===== src/rtl/axi_stream_strip_header.sv =====
// Strips a per-packet header (0..W bytes) from the front of an AXI-Stream packet,
// reports it on a side strobe and realigns the remaining payload to MSB-first beats.
module axi_stream_strip_header #(
   parameter int unsigned DATA_WIDTH = 32,
   parameter int unsigned KEEP_WIDTH = DATA_WIDTH / 8
) (
   input  logic                           clk,
   input  logic                           rst,
   input  logic [DATA_WIDTH-1:0]          data_in,
   input  logic [KEEP_WIDTH-1:0]          keep_in,
   input  logic                           last_in,
   input  logic                           valid_in,
   output logic                           ready_in,
   input  logic [$clog2(KEEP_WIDTH):0]    hdr_len,
   output logic [DATA_WIDTH-1:0]          hdr_data,
   output logic [KEEP_WIDTH-1:0]          hdr_keep,
   output logic                           hdr_valid,
   output logic [DATA_WIDTH-1:0]          data_out,
   output logic [KEEP_WIDTH-1:0]          keep_out,
   output logic                           last_out,
   output logic                           valid_out,
   input  logic                           ready_out
);

   localparam int unsigned W  = KEEP_WIDTH;
   localparam int unsigned DW = DATA_WIDTH;
   localparam int unsigned CW = $clog2(KEEP_WIDTH) + 1;
   localparam int unsigned TW = CW + 1;

   typedef enum logic [1:0] {ST_HDR, ST_BODY, ST_FLUSH} state_t;

   // Byte-enable mask with the top cnt bytes set (first cnt bytes in stream order)
   function automatic logic [W-1:0] top_ones(input logic [CW-1:0] cnt);
      top_ones = ~({W{1'b1}} >> cnt);
   endfunction

   function automatic logic [DW-1:0] expand(input logic [W-1:0] k);
      expand = '0;
      for (int i = 0; i < int'(W); i++) expand[i*8 +: 8] = {8{k[i]}};
   endfunction

   function automatic logic [CW-1:0] popcnt(input logic [W-1:0] k);
      popcnt = '0;
      for (int i = 0; i < int'(W); i++) popcnt = popcnt + CW'(k[i]);
   endfunction

   state_t          state, state_nxt;
   logic [DW-1:0]   res_data, res_data_nxt;
   logic [CW-1:0]   res_cnt, res_cnt_nxt;
   logic [DW-1:0]   data_out_nxt, hdr_data_nxt;
   logic [W-1:0]    keep_out_nxt, hdr_keep_nxt;
   logic            last_out_nxt, valid_out_nxt, hdr_valid_nxt;

   logic            accept;
   logic [CW-1:0]   n_in, s_in;
   logic [DW-1:0]   data_m, first_rest;
   logic [2*DW-1:0] joined;
   logic [TW-1:0]   total;
   logic [W-1:0]    hdr_mask;

   assign ready_in = rst & (~valid_out | ready_out) & (state != ST_FLUSH);
   assign accept   = valid_in & ready_in;

   // Beat decode: byte count, masked data, clamped header length
   assign n_in       = popcnt(keep_in);
   assign data_m     = data_in & expand(keep_in);
   assign s_in       = (hdr_len > CW'(W)) ? CW'(W) : hdr_len;
   assign hdr_mask   = keep_in & top_ones(s_in);
   assign first_rest = data_m << {s_in, 3'b000};

   // Residual bytes followed by the new beat's bytes, MSB-first across 2W bytes
   assign joined = {res_data, {DW{1'b0}}} | ({data_m, {DW{1'b0}}} >> {res_cnt, 3'b000});
   assign total  = TW'(res_cnt) + TW'(n_in);

   always_ff @(posedge clk or negedge rst) begin
      if (!rst) begin
         state     <= ST_HDR;
         res_data  <= '0;
         res_cnt   <= '0;
         data_out  <= '0;
         keep_out  <= '0;
         last_out  <= 1'b0;
         valid_out <= 1'b0;
         hdr_data  <= '0;
         hdr_keep  <= '0;
         hdr_valid <= 1'b0;
      end else begin
         state     <= state_nxt;
         res_data  <= res_data_nxt;
         res_cnt   <= res_cnt_nxt;
         data_out  <= data_out_nxt;
         keep_out  <= keep_out_nxt;
         last_out  <= last_out_nxt;
         valid_out <= valid_out_nxt;
         hdr_data  <= hdr_data_nxt;
         hdr_keep  <= hdr_keep_nxt;
         hdr_valid <= hdr_valid_nxt;
      end
   end

   always_comb begin
      state_nxt     = state;
      res_data_nxt  = res_data;
      res_cnt_nxt   = res_cnt;
      data_out_nxt  = data_out;
      keep_out_nxt  = keep_out;
      last_out_nxt  = last_out;
      valid_out_nxt = valid_out & ~ready_out;
      hdr_data_nxt  = hdr_data;
      hdr_keep_nxt  = hdr_keep;
      hdr_valid_nxt = 1'b0;

      case (state)
         ST_HDR: begin
            if (accept) begin
               hdr_keep_nxt  = hdr_mask;
               hdr_data_nxt  = data_m & expand(hdr_mask);
               hdr_valid_nxt = (s_in != '0);
               if (last_in) begin
                  // Single-beat packet: only bytes beyond the header are payload
                  if (n_in > s_in) begin
                     data_out_nxt  = first_rest;
                     keep_out_nxt  = top_ones(n_in - s_in);
                     last_out_nxt  = 1'b1;
                     valid_out_nxt = 1'b1;
                  end
               end else begin
                  res_data_nxt = first_rest;
                  res_cnt_nxt  = n_in - s_in;
                  state_nxt    = ST_BODY;
               end
            end
         end

         ST_BODY: begin
            if (accept) begin
               valid_out_nxt = 1'b1;
               data_out_nxt  = joined[2*DW-1 -: DW];
               res_data_nxt  = joined[DW-1:0];
               res_cnt_nxt   = (total > TW'(W)) ? CW'(total - TW'(W)) : '0;
               if (!last_in) begin
                  keep_out_nxt = '1;
                  last_out_nxt = 1'b0;
               end else if (total > TW'(W)) begin
                  keep_out_nxt = '1;
                  last_out_nxt = 1'b0;
                  state_nxt    = ST_FLUSH;
               end else begin
                  keep_out_nxt = top_ones(CW'(total));
                  last_out_nxt = 1'b1;
                  state_nxt    = ST_HDR;
               end
            end
         end

         ST_FLUSH: begin
            if (~valid_out | ready_out) begin
               data_out_nxt  = res_data;
               keep_out_nxt  = top_ones(res_cnt);
               last_out_nxt  = 1'b1;
               valid_out_nxt = 1'b1;
               res_data_nxt  = '0;
               res_cnt_nxt   = '0;
               state_nxt     = ST_HDR;
            end
         end

         default: state_nxt = ST_HDR;
      endcase
   end

endmodule


===== config.mk =====
export PLATFORM = sky130hd
export DESIGN_NAME = axi_stream_strip_header
export DESIGN_NICKNAME = d
export VERILOG_FILES = /design/src/rtl/axi_stream_strip_header.sv
export SDC_FILE = /design/constraint.sdc
export NUM_CORES = 1
export LEC_CHECK = 0
export ABC_AREA = 1
export BUFFER_PORTS_ARGS = -buffer_cell sky130_fd_sc_hd__buf_2
export CAP_MARGIN = 20
export CORE_ASPECT_RATIO = 1.5
export CORE_MARGIN = 2
export CORE_UTILIZATION = 40
export DETAILED_ROUTE_END_ITERATION = 16
export GPL_ROUTABILITY_DRIVEN = 0
export PLACE_DENSITY = 0.69
export SYNTH_ARGS = -nofsm -noshare
export SYNTH_HDL_FRONTEND = slang
export SYNTH_SLANG_ARGS = --single-unit

===== constraint.sdc =====
create_clock -name clk -period 2.45 [get_ports clk]
set_input_delay 0.3675 -clock clk [delete_from_list [all_inputs] [get_ports clk]]
set_output_delay 0.3675 -clock clk [all_outputs]
set_load 0.03 [all_outputs]

# Word-level counts from Yosys, hierarchy flattened
# Cells that the tools add are included.
[word_totals] reg_bits=112 output_inout_bits=76 elab_cells=106
[op_classes] add_sub_neg=6 magnitude_cmp=3 n_eq_ne=10 n_shift=6 mux=49 bitwise_logic=15 reduce_logical=7
[ops] op="2-to-1 mux 32 bit" n=9
[ops] op="one-hot mux 32 bit (3 select lines)" n=2
[ops] op="bitwise AND 32 bit" n=2
[ops] op="OR 64 bit" n=1
[ops] op="right shift 64 x 6 -> 64 bit" n=1
[ops] op="left shift 32 x 6 -> 32 bit" n=1
[ops] op="2-to-1 mux 4 bit" n=7
[ops] op="2-to-1 mux 3 bit" n=6
[ops] op="inequality test 2 bit, second input constant" n=8
[ops] op="NOT 4 bit" n=4
[ops] op="right shift 4 x 3 -> 4 bit, first input constant" n=4
[ops] op="2-to-1 mux 1 bit" n=14
[ops] op="2-to-1 mux 2 bit" n=6
[ops] op="one-hot mux 4 bit (3 select lines)" n=1
[ops] op="AND reduction 5 bit" n=2
[ops] op="one-hot mux 3 bit (3 select lines)" n=1
[ops] op="one-hot mux 1 bit (3 select lines)" n=2
[ops] op="one-hot mux 2 bit (3 select lines)" n=1
[ops] op="AND reduction 6 bit" n=1
[ops] op="nonzero test 3 bit" n=2
[ops] op="adder 3 x 3 -> 4 bit" n=1
[ops] op="bitwise AND 1 bit" n=4
[ops] op="bitwise AND 4 bit" n=1
[ops] op="greater-than comparator 4 x 3 -> 1 bit, second input constant" n=1
[ops] op="other kinds (13)" n=14

# Depth between registers and ports, before layout
[logic_depth] ltp_word=10 mapped_depth=19 ltp_nobuf=15

# Least setup slack after synthesis
# No wires, ideal clock.
[synth_path] path_kind="input-to-reg" startpoint="in keep_in[0]" endpoint="reg res_cnt[0]" arrival_time_ps=2694 path_slack_ps=-361 stages=13 path_buffers=0 path_cell_list="fa_1 > ha_1 > ha_1 > inv_1 > fa_1 > inv_1 > or2_2 > nand3_1 > o21ai_0 > nand2_1 > nand2_1 > nand2_1 > nand2_1"
[synth_via] elab_chain_cells=8 elab_cells_between_ends=12 classes_between="add/sub: 6; order compare: 1; mux: 5"
[synth_lines] element="start: declaration" line="10" source="input logic [KEEP_WIDTH-1:0] keep_in,"
[synth_lines] element="adder 1 x 1 -> 2 bit *" line="44" source="for (int i = 0; i < int'(W); i++) popcnt = popcnt + CW'(k[i]);"
[synth_lines] element="adder 2 x 1 -> 3 bit *" line="44"
[synth_lines] element="adder 3 x 1 -> 3 bit *" line="44"
[synth_lines] element="adder 3 x 3 -> 4 bit" line="73" source="assign total = TW'(res_cnt) + TW'(n_in);"
[synth_lines] element="greater-than comparator 4 x 3 -> 1 bit or subtractor 3 bit (tied branches)" line="140" source="res_cnt_nxt = (total > TW'(W)) ? CW'(total - TW'(W)) : '0;"
[synth_lines] element="2-to-1 mux 3 bit" line="140"
[synth_lines] element="2-to-1 mux 3 bit" line="136" source="if (accept) begin"
[synth_lines] element="one-hot mux 3 bit (3 select lines) *" line="113" source="case (state)"
[synth_lines] element="end signal: assignment" line="90" source="res_cnt <= res_cnt_nxt;"
[synth_lines] element="end: declaration" line="49" source="logic [CW-1:0] res_cnt, res_cnt_nxt;"
# Mark *: on every way between the ends. The rest lies on a longest branch, timed or not. The select of a mux whose other input is x is not followed.
# A chain may end at the register's enable or synchronous reset.

# Worst setup path in the final report
[layout_path] startpoint="in keep_in[1]" endpoint="reg keep_out[3]"
[layout_via] elab_chain_cells=10 elab_cells_between_ends=20 classes_between="add/sub: 5; order compare: 2; eq/ne: 1; shift: 2; mux: 7; bitwise: 2; reduce/logical: 1"
[layout_lines] element="adder 1 x 1 -> 2 bit *" line="44"
[layout_lines] element="adder 2 x 1 -> 3 bit *" line="44"
[layout_lines] element="adder 3 x 1 -> 3 bit *" line="44"
[layout_lines] element="parallel branches: the longest is 7 deep, another holds adder 3 x 3 -> 4 bit"
[layout_lines] element="end signal: assignment" line="92" source="keep_out <= keep_out_nxt;"
[layout_lines] element="end: declaration" line="19" source="output logic [KEEP_WIDTH-1:0] keep_out,"
# Mark *: on every way between the ends. The select of a mux whose other input is x is not followed.

==> impl_results.md <==
* Worst slew pin tran at 0.5856 ns
* First-pass GRT wire length at 38970 um
* Root buffer cell: clkbuf_16
* I/O Pins at 120
* Final worst slack at -0.02598 ns
* Clock Path Buffers at 2
* Final Hold Viols at 0
* Post-Syn Area at 7371 um^2
* # DRC at 0
* Clk Latency, worst-skew pair at approximately 0.36 ns
* Vias in the first global route at 7507
* Slowest Stage Delay on Critical Path at 0.51 ns
* CP Capture Type: flip-flop
* Largest cells by area after synthesis: dfrtp_1, nand2_1, o21ai_0, nand3_1, inv_1
* Req. time, crit path at approximately 2.7 ns
* WS Path Type: input pin to flip-flop
* Final net count at about 1300
* Syn avg cell area at 6.640 um^2
* Via count at 7822
* H-tree depth at 3
* Initial Util at 40.91%
* DP Area at 8434 um^2
* Final Total Pwr at around 10 mW
* 1st-iter DRT viols at 807
* Outcome: finished, violations left
* TritonCTS Buffers at 9
* Met1 WL at 9619 um
* Drt total wl at 24380 um
* Die area at approximately 20000 um^2
* RSZ-0062 raised after global routing: yes
* Share of layout cells above drive strength 1 at 18.68%
* Critical Path Start Type: input pin
* Synthesized flop and latch total at 112
* Fmax at 403.9 MHz
* Final min period at 2.476 ns
* CTS tree: yes
* CP Max Fanout at 3
* Top sig layer: met4
* GRT Resource Usage Total at about a quarter
* Post-Syn Instances at 1110
* Power per cell area at 1169 nW/um^2
* Design area at 8837 um^2
* HPWL after DPL at roughly 18000 um
* Critical path's slowest cell: fa_1
* CP Data Arrival Time at 2.73 ns
* Clk sink count at ~110
* Vias/cell at about 5.4
* # rows at 60
* Register area share after synthesis at 38.02%
* Worst vdd ir at 0.5135 mV
* Core ar. at roughly 18000 um^2
* Setup violation total in the final timing report at 1
* Syn Nets at 1168
* Slew margin rel. at 60.79%
* Initial antenna violation count at 0
* Crit-path most repeated cell: nand2_1
* Initial DRT Pass Iterations at 5
* Final ANT Viol Nets at 0
* Violated checks: setup timing
* Yosys synthesis warning count at 0
* Final max-slew violation count at 0
* WL met3 at 1605 um
* Syn-to-layout area delta at 19.89%
* Die height at 170.3 um
* Hold Path Class: input pin to asynchronous set/reset pin
* LEAKAGE at 5.054 nW
* Dpl cells at roughly 1400
* CP cell instances: buf_8, fa_2, ha_4, ha_4, inv_2, fa_1, inv_1, or2_4, nand2_1, nand2_1, inv_1, nand3_1, nand2_1, nand2_1, nand2_1, nand2_1
* Largest net degree at the start of global routing at 55
* Metal2 WL at approximately 12000 um
* Gr ovfl total at 0
* Total of fill cells in the finished design at between 1500 and 2000
* Post-synthesis cell type count at 32
* Port bufs at 119
* Clock Pin Slew Worst Setup and Hold Paths at roughly 0.08 ns
* Worst Path Buf+Inv at 4
* Clock skew after layout at between 0.009 and 0.01 ns
* Cell taking the most area after synthesis: dfrtp_1
* Routed wire length per instance at roughly 17 um
* Max Cap Viol at 0
* Ant. Diodes at 0
* Top cell type's share of synthesized area at approximately two fifths
* Tcrit/Tclk final at 101.1%
* CP top delay family: adder cells
* Finished Layout Cells at 1459
* DIE WIDTH at 114.8 um
## cell usage after synthesis, drive strengths merged
cell,n
inv,103
a21oi,32
clkbuf,20
nand4,1
fa,3
buf,39
o21ai,149
a21boi,1
nand2,472
nand3,77
o21bai,5
o211ai,16
nand3b,3
dfrtp,112
nor3,5
a22oi,8
nor2,32
clkinv,1
ha,11
o22ai,11
or2,9
## registers in the layout (all words and copies together) (netlist names)
register   cells
valid_out      1
last_out       1
hdr_valid      1
keep_out       4
hdr_data      32
hdr_keep       4
res_data      32
data_out      32
state          2
res_cnt        3
## routing by layer
| metal | up-vias | GRT usage, % |
|---|---|---|
| met5 | - | 0 |
| met4 | 0 | 14.77 |
| met3 | 70 | 4.131 |
| met2 | 330 | 41.73 |
| met1 | 3618 | 31.24 |
| li1 | 3804 | - |
## stage by stage
step	setup WS, ns	TNS [ns]	util (%)	hold slack [ns]
after CTS	-0.07115	-0.1499	48.42	0.1106
after detailed placement	-0.4760	-15.83	46.81	0.4610
after global placement	-0.4782	-15.02	46.81	0.4606
after floorplan	-0.1983	-2.412	-	0.07191
after global routing	-0.1296	-3.276	49.05	0.1273
final	-0.02598	-0.02598	49.05	0.09920
## area by class of cell
cell class	instances	area, um^2	share of cell area (%)
clock inverters	5	43.79	0.4955
well taps	217	271.5	3.072
flip-flops and latches	112	2803	31.71
inverters	104	392.9	4.446
clock buffers	10	229.0	2.591
repair buffers	176	1179	13.34
multi-input cells	835	3919	44.34
## cell usage in the layout (no fill, tap or decap), types with 2 or more instances in the layout
master / Yosys / layout
buf_2: 23 / 115
ha_4: 0 / 3
buf_12: 0 / 7
a21oi_2: 0 / 2
fa_2: 0 / 2
o21bai_1: 5 / 5
o22ai_1: 11 / 11
nor2_1: 30 / 30
nand3_1: 77 / 76
nand2_2: 7 / 7
a22oi_1: 8 / 8
o21ai_0: 142 / 141
a21oi_1: 32 / 30
inv_2: 5 / 7
ha_1: 11 / 8
buf_6: 7 / 2
clkinv_4: 0 / 2
nor2_2: 2 / 2
nand3b_1: 3 / 3
o21ai_1: 5 / 4
inv_1: 97 / 95
dfrtp_1: 112 / 112
buf_8: 0 / 2
nand2_1: 465 / 464
or2_2: 9 / 8
buf_4: 8 / 48
clkinvlp_4: 0 / 2
nor3_1: 4 / 3
o211ai_1: 16 / 16
clkbuf_16: 0 / 11
o21ai_2: 2 / 4
## logic make-up (layout without fill, tap and decap cells)
| family | Yosys count | count (layout) | synth area share, % |
|---|---|---|---|
| DFF | 112 | 112 | 38.02 |
| adders and majority gates | 14 | 14 | 2.682 |
| and+or+nand+nor | 599 | 599 | 33.05 |
| AOI/OAI and AO/OA | 222 | 222 | 16.38 |
| buffers and inverters | 163 | 295 | 9.863 |
## worst reg2reg max path, delay by kind of cell (launching register included)
family                   cells  cell delay, ns
AO/OA/AOI/OAI                2            0.30
adder cells (fa/ha/maj)      1            0.41
buffers and inverters        3            0.60
flip-flops                   1            0.40
AND/OR/NAND/NOR              3            0.42
## power breakdown
group	internal, mW	total [mW]	switching, mW
Sequential	2.51	2.85	0.346
Clock	0.697	1.43	0.730
Combinational	1.93	6.05	4.11
## path summary, 6_finish.rpt
check,startpoint,end,slack (ns),cells past startpoint
worst max-delay path,keep_in[1],keep_out[3]$_DFFE_PN0P_,-0.03,16
worst min-delay path,rst,data_out[21]$_DFFE_PN0P_,0.1,2
worst max register to register,state[0]$_DFFE_PN0P_,data_out[27]$_DFFE_PN0P_,0.21,9
worst min register to register,data_out[25]$_DFFE_PN0P_,data_out[25]$_DFFE_PN0P_,0.47,2
max in group asynchronous,rst,keep_out[3]$_DFFE_PN0P_,1.45,3
min in group clk,data_in[26],hdr_data[26]$_DFFE_PN0P_,0.25,3
## repair_timing
| item | CTS | global route |
|---|---|---|
| setup buffers | 0 | 1 |
| endpoints found under the setup margin | 33 | 41 |
| hold buffers | 0 | 0 |
| resized for setup | 3 | 15 |
| pin swaps | 6 | 10 |
| cloned | 0 | 2 |
Power figures use the tool's default switching activity.
